**src/rtl/io_input_conditioner_if.sv**
```systemverilog
// Raw board inputs, core clear mask and the conditioned bus toward the core.
// The conditioner takes the master side; the board/core environment the slave side.
interface io_input_conditioner_if #(
    parameter int N_SW  = 10,
    parameter int N_BTN = 4
);
    logic [N_SW-1:0]       sw_raw;
    logic [N_BTN-1:0]      btn_raw_n;
    logic [N_BTN-1:0]      evt_clear;
    logic [N_SW+N_BTN-1:0] io_input_bus;
    logic [N_BTN-1:0]      btn_event;
    logic                  event_pending;

    modport master (
        input  sw_raw,
        input  btn_raw_n,
        input  evt_clear,
        output io_input_bus,
        output btn_event,
        output event_pending
    );

    modport slave (
        output sw_raw,
        output btn_raw_n,
        output evt_clear,
        input  io_input_bus,
        input  btn_event,
        input  event_pending
    );
endinterface

```
**src/rtl/io_input_conditioner.sv**
```systemverilog
// Synchronises and debounces switches and buttons for the core input bus,
// and latches button presses as sticky events cleared by the core.
module io_input_conditioner #(
    parameter int N_SW            = 10,
    parameter int N_BTN           = 4,
    parameter int SYNC_STAGES     = 2,
    parameter int DEBOUNCE_CYCLES = 4
) (
    input  logic                   clock,
    input  logic                   reset,
    io_input_conditioner_if.master io
);
    localparam int N_BIT = N_SW + N_BTN;
    localparam int CNT_W = $clog2(DEBOUNCE_CYCLES + 1);
    localparam logic [CNT_W-1:0] CNT_LAST = CNT_W'(DEBOUNCE_CYCLES - 1);

    if (SYNC_STAGES < 2) begin : g_bad_sync
        $error("SYNC_STAGES must be >= 2");
    end
    if (DEBOUNCE_CYCLES < 1) begin : g_bad_deb
        $error("DEBOUNCE_CYCLES must be >= 1");
    end

    logic [N_BIT-1:0]                  raw;
    logic [SYNC_STAGES-1:0][N_BIT-1:0] sync_r;
    logic [N_BIT-1:0]                  sync_q;
    logic [N_BIT-1:0]                  stable;
    logic [N_BIT-1:0]                  stable_nxt;
    logic [N_BIT-1:0][CNT_W-1:0]       cnt;
    logic [N_BIT-1:0][CNT_W-1:0]       cnt_nxt;
    logic [N_BTN-1:0]                  press;
    logic [N_BTN-1:0]                  btn_event;
    logic [N_BTN-1:0]                  event_nxt;

    // Buttons flipped to active-high so a reset-cleared flop means "released".
    assign raw    = {~io.btn_raw_n, io.sw_raw};
    assign sync_q = sync_r[SYNC_STAGES-1];

    always_ff @(posedge clock or posedge reset) begin
        if (reset) begin
            sync_r <= '0;
        end else begin
            sync_r[0] <= raw;
            for (int s = 1; s < SYNC_STAGES; s++) begin
                sync_r[s] <= sync_r[s-1];
            end
        end
    end

    always_comb begin
        stable_nxt = stable;
        cnt_nxt    = '0;
        for (int b = 0; b < N_BIT; b++) begin
            if (sync_q[b] != stable[b]) begin
                if (cnt[b] == CNT_LAST) begin
                    stable_nxt[b] = sync_q[b];
                end else begin
                    cnt_nxt[b] = cnt[b] + 1'b1;
                end
            end
        end
    end

    // A press is flagged on the very edge the debounced level rises.
    assign press     = stable_nxt[N_BIT-1:N_SW] & ~stable[N_BIT-1:N_SW];
    assign event_nxt = press | (btn_event & ~io.evt_clear);

    always_ff @(posedge clock or posedge reset) begin
        if (reset) begin
            stable    <= '0;
            cnt       <= '0;
            btn_event <= '0;
        end else begin
            stable    <= stable_nxt;
            cnt       <= cnt_nxt;
            btn_event <= event_nxt;
        end
    end

    assign io.io_input_bus  = stable;
    assign io.btn_event     = btn_event;
    assign io.event_pending = |btn_event;
endmodule
```
**src/flat_wrapper.sv**
```systemverilog
// flat-port wrapper written by rule: the top's interface ports become plain ports
module io_input_conditioner_flat 
#(
    parameter int N_SW            = 10,
    parameter int N_BTN           = 4,
    parameter int SYNC_STAGES     = 2,
    parameter int DEBOUNCE_CYCLES = 4
)
  (clock, reset, io_sw_raw, io_btn_raw_n, io_evt_clear, io_io_input_bus, io_btn_event, io_event_pending);
  io_input_conditioner_if #(.N_SW(N_SW), .N_BTN(N_BTN)) io_i ();
  input  logic clock;
  input  logic reset;
  input wire logic [$bits(io_i.sw_raw)-1:0] io_sw_raw;
  input wire logic [$bits(io_i.btn_raw_n)-1:0] io_btn_raw_n;
  input wire logic [$bits(io_i.evt_clear)-1:0] io_evt_clear;
  output wire logic [$bits(io_i.io_input_bus)-1:0] io_io_input_bus;
  output wire logic [$bits(io_i.btn_event)-1:0] io_btn_event;
  output wire logic [$bits(io_i.event_pending)-1:0] io_event_pending;
  assign io_i.sw_raw = io_sw_raw;
  assign io_i.btn_raw_n = io_btn_raw_n;
  assign io_i.evt_clear = io_evt_clear;
  assign io_io_input_bus = io_i.io_input_bus;
  assign io_btn_event = io_i.btn_event;
  assign io_event_pending = io_i.event_pending;
  io_input_conditioner #(.N_SW(N_SW), .N_BTN(N_BTN), .SYNC_STAGES(SYNC_STAGES), .DEBOUNCE_CYCLES(DEBOUNCE_CYCLES)) u_core (.clock(clock), .reset(reset), .io(io_i));
endmodule
```
**config.mk**
```make
export PLATFORM = sky130hd
export DESIGN_NAME = io_input_conditioner_flat
export DESIGN_NICKNAME = d
export VERILOG_FILES = /design/src/rtl/io_input_conditioner_if.sv /design/src/rtl/io_input_conditioner.sv /design/src/flat_wrapper.sv
export SDC_FILE = /design/constraint.sdc
export NUM_CORES = 1
export LEC_CHECK = 0
export ABC_AREA = 0
export BUFFER_PORTS_ARGS = -buffer_cell sky130_fd_sc_hd__buf_2
export CORE_MARGIN = 4
export CORE_UTILIZATION = 50
export CTS_CLUSTER_DIAMETER = 40
export DETAILED_ROUTE_END_ITERATION = 8
export GPL_ROUTABILITY_DRIVEN = 0
export PLACE_DENSITY_LB_ADDON = 0.3
export SLEW_MARGIN = 10
export SYNTH_ARGS = -nofsm -noshare
export SYNTH_HDL_FRONTEND = slang
export SYNTH_SLANG_ARGS = --single-unit
```
**constraint.sdc**
```tcl
create_clock -name clock -period 9.7 [get_ports clock]
set_input_delay 2.91 -clock clock [delete_from_list [all_inputs] [get_ports clock]]
set_output_delay 2.91 -clock clock [all_outputs]
set_load 0.01 [all_outputs]
```
* Word-level counts from Yosys, hierarchy flattened
Index checks and enable logic that the tools add are counted.
Storage, ports and cells: input port bits 20, logic and storage cells 123, output and inout port bits 19, flip-flop bits (word level) 88
Operators by class: reduce and logical (&&, ||, !) cells 11, mux-type cells 36, eq/ne operators 28, bitwise logic cells 6, $add $sub $neg 14
Operators by type and width (count):
- 2-to-1 mux 3 bit | 28
- adder 3 x 1 -> 3 bit (second input constant) | 14
- equality test 3 x 2 -> 1 bit (second input constant) | 14
- AND reduction 2 bit | 10
- != test 1 bit | 14
- NOT 4 bit | 3
- AND 4 bit | 2
- 2-to-1 mux 1 bit | 8
- bitwise OR 4 bit | 1
- OR reduction 4 bit | 1

* Longest topological paths before layout
Gate-level depths: netlist of run 1.
word-level depth 5, depth in mapped cells 3, depth with buffers taken out 3

* Worst setup path before layout of run 1
No wires, ideal clock.
path kind register to output, start register u_core.btn_event[2], in the netlist u_core.io.btn_event[2], end output io_event_pending, setup slack 5810 ps, cell stages (with the launch flop) 2, arrival 980 ps, required time 6790 ps, buffers on the path 0, cell sequence dfrtp_1 > or4_1
Between the ends: cells in the longest elaborated chain, start to end 1
Ends and longest elaborated chain:
- start, declared | line io_input_conditioner.sv:32 | logic [N_BTN-1:0] btn_event;
- start signal, assigned | line io_input_conditioner.sv:76 | btn_event <= event_nxt;
- OR reduction 4 bit | line io_input_conditioner.sv:82 | assign io.event_pending = |btn_event;
- end, declared | line flat_wrapper.sv:18 | output wire logic [$bits(io_i.event_pending)-1:0] io_event_pending;
Every way passes these cells.

* Worst setup path in the final report of run 1
Same ends and word-level chain as after synthesis.

==> flow_metrics.py, run 1 <==
metrics = {
    "finish": {
        "drive_above_1_share_pct": 23.55,
        "final.fill_count": 462,
        "nets": 288,
        "antenna_cells": 0,
        "final_common_cell": "dfrtp_1",
        "layout_common_cells": "88 x dfrtp_1, 38 x buf_2, 22 x nor3b_1",
        "area_growth_pct": 15.72,
        "layout.cells.non_filler": 334,
    },
    "routing": {
        "dr.pass1.iters": 4,
        "drc": 0,
        "vias": 1630,
        "avgViaCountPerCell": 4.880,
        "dr.first_iter.drc_count": 58,
        "routed_wirelength_mm": 4.204,
        "routedWlPerCell_um": 12.59,
        "ant_nets": 0,
    },
    "sta": {
        "hold_viol_final": 0,
        "slew_headroom_pct": 29.97,
        "post-route-min-period_ns": 4.304,
        "tightestPinTransition_ns": 1.050,
        "finalCritPeriodShare_pct": 44.38,
        "max_freq_mhz": 232.3,
        "finClkSkew_ns": 0.007132,
        "slew_violations": 0,
        "rsz0062_at_grt": "false",
        "whs_ns": 0.3438,
        "setup_viol": 0,
        "setup_tns_ns": 0,
    },
    "power_and_ir_drop": {
        "p_per_area_nw_per_um2": 270.0,
        "cellLeakagePower_nw": 1.786,
        "finalPower_mw": 0.9797,
        "vdd_drop_max_mv": 0.1433,
    },
    "critical_path": {
        "critPathKind": "reg2out",
        "cp_max_fo": 3,
        "startpoint_type": "flop",
        "cp_slowest_stage_delay_ns": 0.51,
        "crit_required_ns": 6.79,
        "cpMaxStageDelayCell": "or4_1",
        "cp-end-kind": "output pin",
        "cp_cell_sequence": "or4_1, buf_2",
        "cp.arrival_ns": 1.39,
    },
    "yosys": {
        "syn-num-nets": 238,
        "ys_ff_latch": 88,
        "synth-seq-area-share_pct": 70.23,
        "yosysTopAreaCell": "dfrtp_1",
        "synth_area_um2": 3136,
        "synth_area_leaders": "dfrtp_1 70%, ha_1 5.6%, nor3b_1 5.3%",
        "yosys_warnings": 0,
        "synthCells": 204,
        "yosysTopAreaCellShare_pct": 70.23,
        "post_synth_num_cell_types": 15,
        "syn_area_per_cell_um2": 15.37,
    },
    "placed_design": {
        "dp_hpwl_mm": 2.879,
        "place_inst": 318,
        "io_buffers": 38,
    },
    "cts": {
        "postCtsHoldBufs": 0,
        "postCtsSetupBuffers": 0,
        "cts_sinks": 88,
        "clk_latency_ns": 0.34,
        "numCtsBuffers": 9,
        "cts_resized": 0,
        "cts-root-buf": "clkbuf_8",
        "htreeDepth": 3,
        "clkSlewWorstSetupHoldPaths_ns": 0.08,
        "cts_tree": "yes",
        "cts_buffer_depth": 2,
    },
    "floorplan": {
        "die_w_um": 87.19,
        "die-area_um2": 7602,
        "num_io_pins": 39,
        "die_h_um": 87.19,
        "row_count": 28,
        "start_util_pct": 52.34,
        "fp.coreArea_um2": 5991,
    },
    "grt": {
        "global_route.overflow_total": 0,
        "grt_use_total_pct": 13.26,
        "grt_first_pass_wirelength_mm": 7.700,
        "grt_max_degree": 89,
        "antenna_found_initial": 0,
        "grt_pass1_vias": 1759,
    },
    "flow_run": {
        "drv_cap": 0,
    },
    "min_path": {
        "hold_class": "reg2reg",
    },
    "outcome": {
        "status": "complete, no violations",
    },
}
[worst max-delay path, delay by kind of cell (launching register included)]
family / cells / cell delay, ns
buffers and inverters: 1 / 0.15
DFF: 1 / 0.39
and+or+nand+nor: 1 / 0.51
[through the flow]
stage	setup WS, ns	utilization (%)	area, um2
3_5_place_dp	5.672	57.23	3428
4_1_cts	5.365	60.57	3628
2_1_floorplan	4.511	-	3136
3_3_place_gp	5.698	57.23	3428
5_1_grt	5.320	60.57	3628
6_report	5.396	60.57	3628
[registers in the layout, summed over array words and instances, names as in the netlist]
signal and cells:
u_core.sync_q 14, u_core.io.btn_event 4, u_core.sync_r 14, u_core.cnt 42, u_core.io.io_input_bus 14
[where the power goes]
part           total (mW)  switching, mW  internal (mW)
clock               0.249          0.115          0.134
sequential          0.503         0.0511          0.451
combinational       0.228          0.110          0.119
total               0.980          0.276          0.704
[area by class of cell]
class / instances / area, um2 / area share, %
multi-input cells: 103 / 884.6 / 24.38
clock buffers: 14 / 162.7 / 4.483
clock inverters: 2 / 37.54 / 1.034
flip-flops and latches: 88 / 2202 / 60.69
well taps: 75 / 93.84 / 2.586
inverters: 13 / 50.05 / 1.379
repair buffers: 39 / 197.7 / 5.448
[worst paths after layout]
kind                                   startpoint                         end  slack (ns)  cells past startpoint
setup / recovery           u_core.io.btn_event[2]            io_event_pending        5.40                      2
hold / removal                   u_core.sync_r[1]            u_core.sync_q[1]        0.34                      0
setup reg to reg                   u_core.cnt[33]  u_core.io.io_input_bus[11]        8.48                      3
hold reg to reg                  u_core.sync_r[1]            u_core.sync_q[1]        0.34                      0
max in group asynchronous                   reset               u_core.cnt[9]        6.14                      3
min in group asynchronous                   reset   u_core.io.io_input_bus[9]        2.90                      3
[synth_stat cells]
| master | instances |
|---|---|
| dfrtp_1 | 88 |
| nand2b_1 | 1 |
| nor3b_1 | 22 |
| or4_1 | 1 |
| a32o_2 | 1 |
| xnor2_1 | 14 |
| nor2b_2 | 7 |
| a32o_1 | 2 |
| nor3_1 | 13 |
| and3b_1 | 1 |
| o32ai_1 | 1 |
| nor2b_1 | 12 |
| mux2_1 | 14 |
| inv_1 | 13 |
| ha_1 | 14 |
[routing by layer]
metal | share of wire, % | GRT usage (%) | vias up
met5 | 0 | 0 | -
met2 | 47 | 19.88 | 31
met3 | 5.9 | 4.920 | 4
met4 | 1.0 | 7.113 | 0
li1 | - | - | 794
met1 | 46 | 16.78 | 801
[cells by family after synthesis]
group                      share of synthesized area [%]
DFF                                                70.23
adders and majority gates                          5.587
AOI/OAI and AO/OA                                  1.277
muxes                                              5.028
and+or+nand+nor                                    12.41
buffers and inverters                              1.556
xor gates and xnor gates                           3.911
Note: power is estimated with default switching activity, not from simulation.
==> run 2: changes to the inputs <==
--- a/config.mk
+++ b/config.mk
@@ -5,7 +5,7 @@
 export SDC_FILE = /design/constraint.sdc
 export NUM_CORES = 1
 export LEC_CHECK = 0
-export ABC_AREA = 0
+export ABC_AREA = 1
 export BUFFER_PORTS_ARGS = -buffer_cell sky130_fd_sc_hd__buf_2
 export CORE_MARGIN = 4
 export CORE_UTILIZATION = 50
==> constraint.sdc (replaced) <==
create_clock -name clock -period 3.5 [get_ports clock]
set_input_delay 1.05 -clock clock [delete_from_list [all_inputs] [get_ports clock]]
set_output_delay 1.05 -clock clock [all_outputs]
set_load 0.01 [all_outputs]
==> flow_metrics.py, run 2 <==
metrics = {
    "critical_path": {
        "crit_required_ns": 2.45,
        "startpoint_type": "flop",
        "cp_max_fo": 2,
        "cp.arrival_ns": 1.02,
        "critPathKind": "reg2out",
        "cp-end-kind": "output pin",
    },
    "sta": {
        "setup_viol": 0,
        "finClkSkew_ns": 0.006938,
        "max_freq_mhz": 483.9,
        "finalCritPeriodShare_pct": 59.05,
        "tightestPinTransition_ns": 0.6314,
        "hold_viol_final": 0,
        "whs_ns": 0.3474,
        "setup_tns_ns": 0,
        "post-route-min-period_ns": 2.067,
        "slew_violations": 0,
        "rsz0062_at_grt": "false",
        "slew_headroom_pct": 57.86,
    },
    "yosys": {
        "yosysTopAreaCellShare_pct": 66.77,
        "synth-seq-area-share_pct": 66.77,
        "synth_edf_count": 0,
        "async_reset_ff_share_pct": 100.0,
        "yosys_warnings": 0,
        "ys_ff_latch": 88,
        "synthCells": 310,
        "yosys-top-cells-count": "88 x dfrtp_1, 68 x nand2_1, 47 x inv_1",
        "synth_area_um2": 3298,
        "synth_area_leaders": "dfrtp_1 67%, nand2_1 7.7%, inv_1 5.3%",
        "post_synth_num_cell_types": 12,
        "ys.flop_type": "dfrtp_1",
        "syn-num-nets": 344,
        "syn_area_per_cell_um2": 10.64,
        "yosysTopAreaCell": "dfrtp_1",
        "synth_most_common_cell": "dfrtp_1",
    },
    "cts": {
        "clk_latency_ns": 0.34,
        "postCtsSetupBuffers": 0,
        "clkSlewWorstSetupHoldPaths_ns": 0.09,
        "cts_tree": "yes",
        "cts_resized": 0,
        "postCtsHoldBufs": 0,
        "cts-root-buf": "clkbuf_8",
        "cts_buffer_depth": 2,
        "cts_sinks": 88,
        "htreeDepth": 3,
        "numCtsBuffers": 9,
    },
    "finish": {
        "final.fill_count": 533,
        "area_growth_pct": 15.25,
        "nets": 394,
        "post-route-util_pct": 59.52,
        "top_register": "u_core.cnt",
        "layout_common_cells": "88 x dfrtp_1, 68 x nand2_1, 46 x inv_1",
        "drive_above_1_share_pct": 15.07,
        "final_common_cell": "dfrtp_1",
        "antenna_cells": 0,
        "largest_reg_flops": 42,
    },
    "routing": {
        "dr.pass1.iters": 4,
        "routedWlPerCell_um": 10.27,
        "ant_nets": 0,
        "routed_wirelength_mm": 4.539,
        "vias": 1992,
        "dr.first_iter.drc_count": 89,
        "avgViaCountPerCell": 4.507,
        "drc": 0,
    },
    "floorplan": {
        "fp.coreArea_um2": 6386,
        "num_io_pins": 39,
        "die_w_um": 89.22,
        "die-area_um2": 7959,
        "row_count": 29,
        "die_h_um": 89.22,
        "start_util_pct": 51.65,
    },
    "min_path": {
        "hold_class": "reg2reg",
    },
    "grt": {
        "grt_pass1_vias": 2061,
        "grt_use_total_pct": 14.01,
        "antenna_found_initial": 0,
        "global_route.overflow_total": 0,
        "grt_max_degree": 53,
        "grt_first_pass_wirelength_mm": 8.431,
    },
    "power_and_ir_drop": {
        "p_per_area_nw_per_um2": 721.6,
        "cellLeakagePower_nw": 2.001,
        "vdd_drop_max_mv": 0.3987,
    },
    "placed_design": {
        "dp_hpwl_mm": 3.275,
        "io_buffers": 38,
    },
    "flow_run": {
        "drv_cap": 0,
    },
    "outcome": {
        "status": "complete, no violations",
    },
}
==> run 2: path summary, 6_finish.rpt <==
kind                                         from                to  slack, ns  cells past startpoint
setup / recovery           u_core.io.btn_event[3]  io_event_pending       1.43                      3
hold / removal                   u_core.sync_r[6]  u_core.sync_q[6]       0.35                      0
setup reg to reg                   u_core.cnt[33]    u_core.cnt[35]       2.45                      3
hold reg to reg                  u_core.sync_r[6]  u_core.sync_q[6]       0.35                      0
max in group asynchronous                   reset    u_core.cnt[31]       2.08                      3
min in group asynchronous                   reset  u_core.sync_r[9]       0.76                      2
==> run 2: worst max-delay path, stage by stage, from the launching register on <==
cell and delay [ns]:
dfrtp_1 0.39, inv_1 0.06, nand4_1 0.09, buf_2 0.14
==> run 2: layout make-up <==
type	instances	area, um2	area share [%]
flip-flops and latches	88	2202	57.93
multi-input cells	175	919.6	24.19
repair buffers	39	210.2	5.530
inverters	47	177.7	4.674
clock buffers	10	127.6	3.357
well taps	77	96.34	2.535
clock inverters	6	67.56	1.777
==> run 2: cells by family after synthesis <==
logic type      count (synthesis)  share of synthesized area (%)
simple gates                  143                          18.25
flops                          88                          66.77
buf+inv                        47                          5.349
xor+xnor                       14                          3.718
fa+ha+maj                      14                          5.311
compound gates                  4                         0.6067
==> run 2: routing by layer <==
| metal | global-route usage [%] | part of all wire, % | vias up |
|---|---|---|---|
| met3 | 3.410 | 4.0 | 8 |
| met5 | 0 | 0 | - |
| met2 | 22.71 | 48 | 30 |
| li1 | - | - | 1029 |
| met1 | 16.92 | 46 | 925 |
| met4 | 8.525 | 2.4 | 0 |
==> run 2: through the flow <==
stage / std cells / power, mW / cell area, um2 / worst slack, ns
2_1_floorplan: 310 / 1.890 / 3298 / 0.1714
3_3_place_gp: 426 / 2.074 / 3606 / 1.661
3_5_place_dp: 426 / 2.105 / 3606 / 1.649
4_1_cts: 442 / 2.791 / 3801 / 1.407
5_1_grt: 442 / 2.996 / 3801 / 1.331
6_report: 442 / 2.743 / 3801 / 1.433
==> run 2: where the power goes <==
| group | leakage [nW] | internal (mW) | switching, mW |
|---|---|---|---|
| sequential | 1.11 | 1.24 | 0.135 |
| clock | 0.0933 | 0.334 | 0.345 |
| combinational | 0.794 | 0.303 | 0.387 |
| total | 2.00 | 1.88 | 0.866 |
==> run 3: changes to the inputs <==
--- a/config.mk
+++ b/config.mk
@@ -5,7 +5,7 @@
 export SDC_FILE = /design/constraint.sdc
 export NUM_CORES = 1
 export LEC_CHECK = 0
-export ABC_AREA = 1
+export ABC_AREA = 0
 export BUFFER_PORTS_ARGS = -buffer_cell sky130_fd_sc_hd__buf_2
 export CORE_MARGIN = 4
 export CORE_UTILIZATION = 50
==> constraint.sdc (replaced) <==
create_clock -name clock -period 1.95 [get_ports clock]
set_input_delay 0.585 -clock clock [delete_from_list [all_inputs] [get_ports clock]]
set_output_delay 0.585 -clock clock [all_outputs]
set_load 0.01 [all_outputs]
==> flow_metrics.py, run 3 (synthesis gave the netlist of run 1 again) <==
metrics = {
    "critical_path": {
        "worstReg2RegStart": "u_core.cnt[36]",
        "crit_required_ns": 1.36,
        "reg2regPathDepth": 3,
        "startpoint_type": "flop",
        "cp.arrival_ns": 1.40,
        "r2r_slack_ns": 0.75,
        "critPathKind": "reg2out",
        "cp_max_fo": 2,
        "cp-end-kind": "output pin",
        "rr_endpoint": "u_core.io.io_input_bus[12]",
    },
    "sta": {
        "slew_headroom_pct": 70.97,
        "whs_ns": 0.3446,
        "slew_violations": 0,
        "hold_viol_final": 0,
        "finalCritPeriodShare_pct": 101.8,
        "max_freq_mhz": 503.6,
        "rsz0062_at_grt": "true",
        "finClkSkew_ns": 0.007694,
        "tightestPinTransition_ns": 0.4355,
        "setup_viol": 1,
        "setup_ws_ns": -0.03569,
        "post-route-min-period_ns": 1.986,
    },
    "finish": {
        "area_growth_pct": 19.03,
        "final_common_cell": "dfrtp_1",
        "antenna_cells": 0,
        "final.fill_count": 445,
        "largest_reg_flops": 42,
        "multi_input_area_um2": 884.6,
        "top_register": "u_core.cnt",
        "drive_above_1_share_pct": 25.57,
        "seq_area_um2": 2202,
        "layout_common_cells": "88 x dfrtp_1, 38 x buf_2, 22 x nor3b_1",
        "nets": 291,
    },
    "cts": {
        "cts_buffer_depth": 2,
        "htreeDepth": 3,
        "cts_sinks": 88,
        "cts-root-buf": "clkbuf_8",
        "clk_latency_ns": 0.34,
        "clkSlewWorstSetupHoldPaths_ns": 0.09,
        "numCtsBuffers": 9,
        "cts_tree": "yes",
        "postCtsHoldBufs": 0,
    },
    "floorplan": {
        "die_h_um": 87.19,
        "die-area_um2": 7602,
        "num_io_pins": 39,
        "fp.coreArea_um2": 5991,
        "row_count": 28,
        "start_util_pct": 52.34,
        "die_w_um": 87.19,
    },
    "min_path": {
        "hold_path_depth": 1,
        "hold_start": "io_sw_raw[8]",
        "min_to": "u_core.sync_r[8]",
        "hold_class": "in2reg",
    },
    "routing": {
        "vias": 1653,
        "route.met2.wl_mm": 1.903,
        "routed-wl-met3_um": 226,
        "wl_met1_mm": 1.887,
        "routedWlPerCell_um": 12.07,
        "highest_layer": "met4",
        "drc": 0,
        "dr.pass1.iters": 4,
        "dr.first_iter.drc_count": 47,
        "avgViaCountPerCell": 4.905,
        "ant_nets": 0,
        "routed_wirelength_mm": 4.066,
    },
    "placed_design": {
        "dp_hpwl_mm": 2.774,
        "dp_slack_ns": 0.3162,
        "io_buffers": 38,
    },
    "flow_run": {
        "drv_cap": 0,
    },
    "grt": {
        "grt_use_total_pct": 12.68,
        "grt_max_degree": 89,
        "antenna_found_initial": 0,
        "global_route.overflow_total": 0,
        "grt_pass1_vias": 1732,
        "grt_first_pass_wirelength_mm": 7.396,
    },
    "power_and_ir_drop": {
        "p_per_area_nw_per_um2": 1405,
        "vdd_drop_max_mv": 0.7487,
        "cellLeakagePower_nw": 1.840,
    },
    "outcome": {
        "status": "complete, but fails checks",
        "violations": "setup timing",
    },
}
[run 3: cell type report]
cell class	count	share of cell area (%)
repair buffers	42	6.235
inverters	13	1.408
clock buffers	9	3.319
multi-input cells	103	23.70
well taps	75	2.514
flip-flops and latches	88	59.00
clock inverters	7	3.822
[run 3: worst max path at each step]
stage                                 startpoint                to  slack (ns)  depth (start not counted)
after floorplan                            reset     u_core.cnt[0]        0.34                          1
after global placement    u_core.io.btn_event[2]  io_event_pending        0.32                          2
after detailed placement  u_core.io.btn_event[2]  io_event_pending        0.32                          2
after CTS                 u_core.io.btn_event[2]  io_event_pending       -0.06                          2
after global routing      u_core.io.btn_event[1]  io_event_pending        -0.1                          2
final                     u_core.io.btn_event[1]  io_event_pending       -0.04                          2
[run 3: routing by layer]
| layer | GRT usage (%) | up-vias |
|---|---|---|
| li1 | - | 792 |
| met1 | 15.54 | 823 |
| met2 | 19.81 | 34 |
| met3 | 3.879 | 4 |
| met4 | 7.531 | 0 |
| met5 | 0 | - |
[run 3: worst max-delay path: stages (launching register included)]
cell	delay, ns
dfrtp_1	0.38
or4_1	0.52
buf_2	0.16
[run 3: what timing repair did]
action | in CTS | in global routing
pin swaps | 0 | 1
resized for setup | 0 | 0
hold endpoints to repair | 0 | 0
setup endpoints to repair | 1 | 1
buffers inserted | 1 | 2
[run 3: where the power goes]
group	internal (mW)	switching [mW]	leakage, nW	total, mW
Clock	0.985	0.606	0.134	1.59
Sequential	2.24	0.252	1.11	2.50
Combinational	0.601	0.555	0.600	1.16
[run 3: through the flow]
| step | utilization, % | std cells | power [mW] | area [um2] | setup TNS [ns] |
|---|---|---|---|---|---|
| final | 62.30 | 337 | 5.243 | 3732 | -0.03569 |
| after detailed placement | 57.48 | 318 | 3.703 | 3443 | 0 |
| after CTS | 62.05 | 335 | 5.329 | 3717 | -0.06284 |
| after global placement | 57.48 | 318 | 3.655 | 3443 | 0 |
| after floorplan | - | 204 | 3.321 | 3139 | 0 |
| after global routing | 62.30 | 337 | 5.613 | 3732 | -0.09926 |
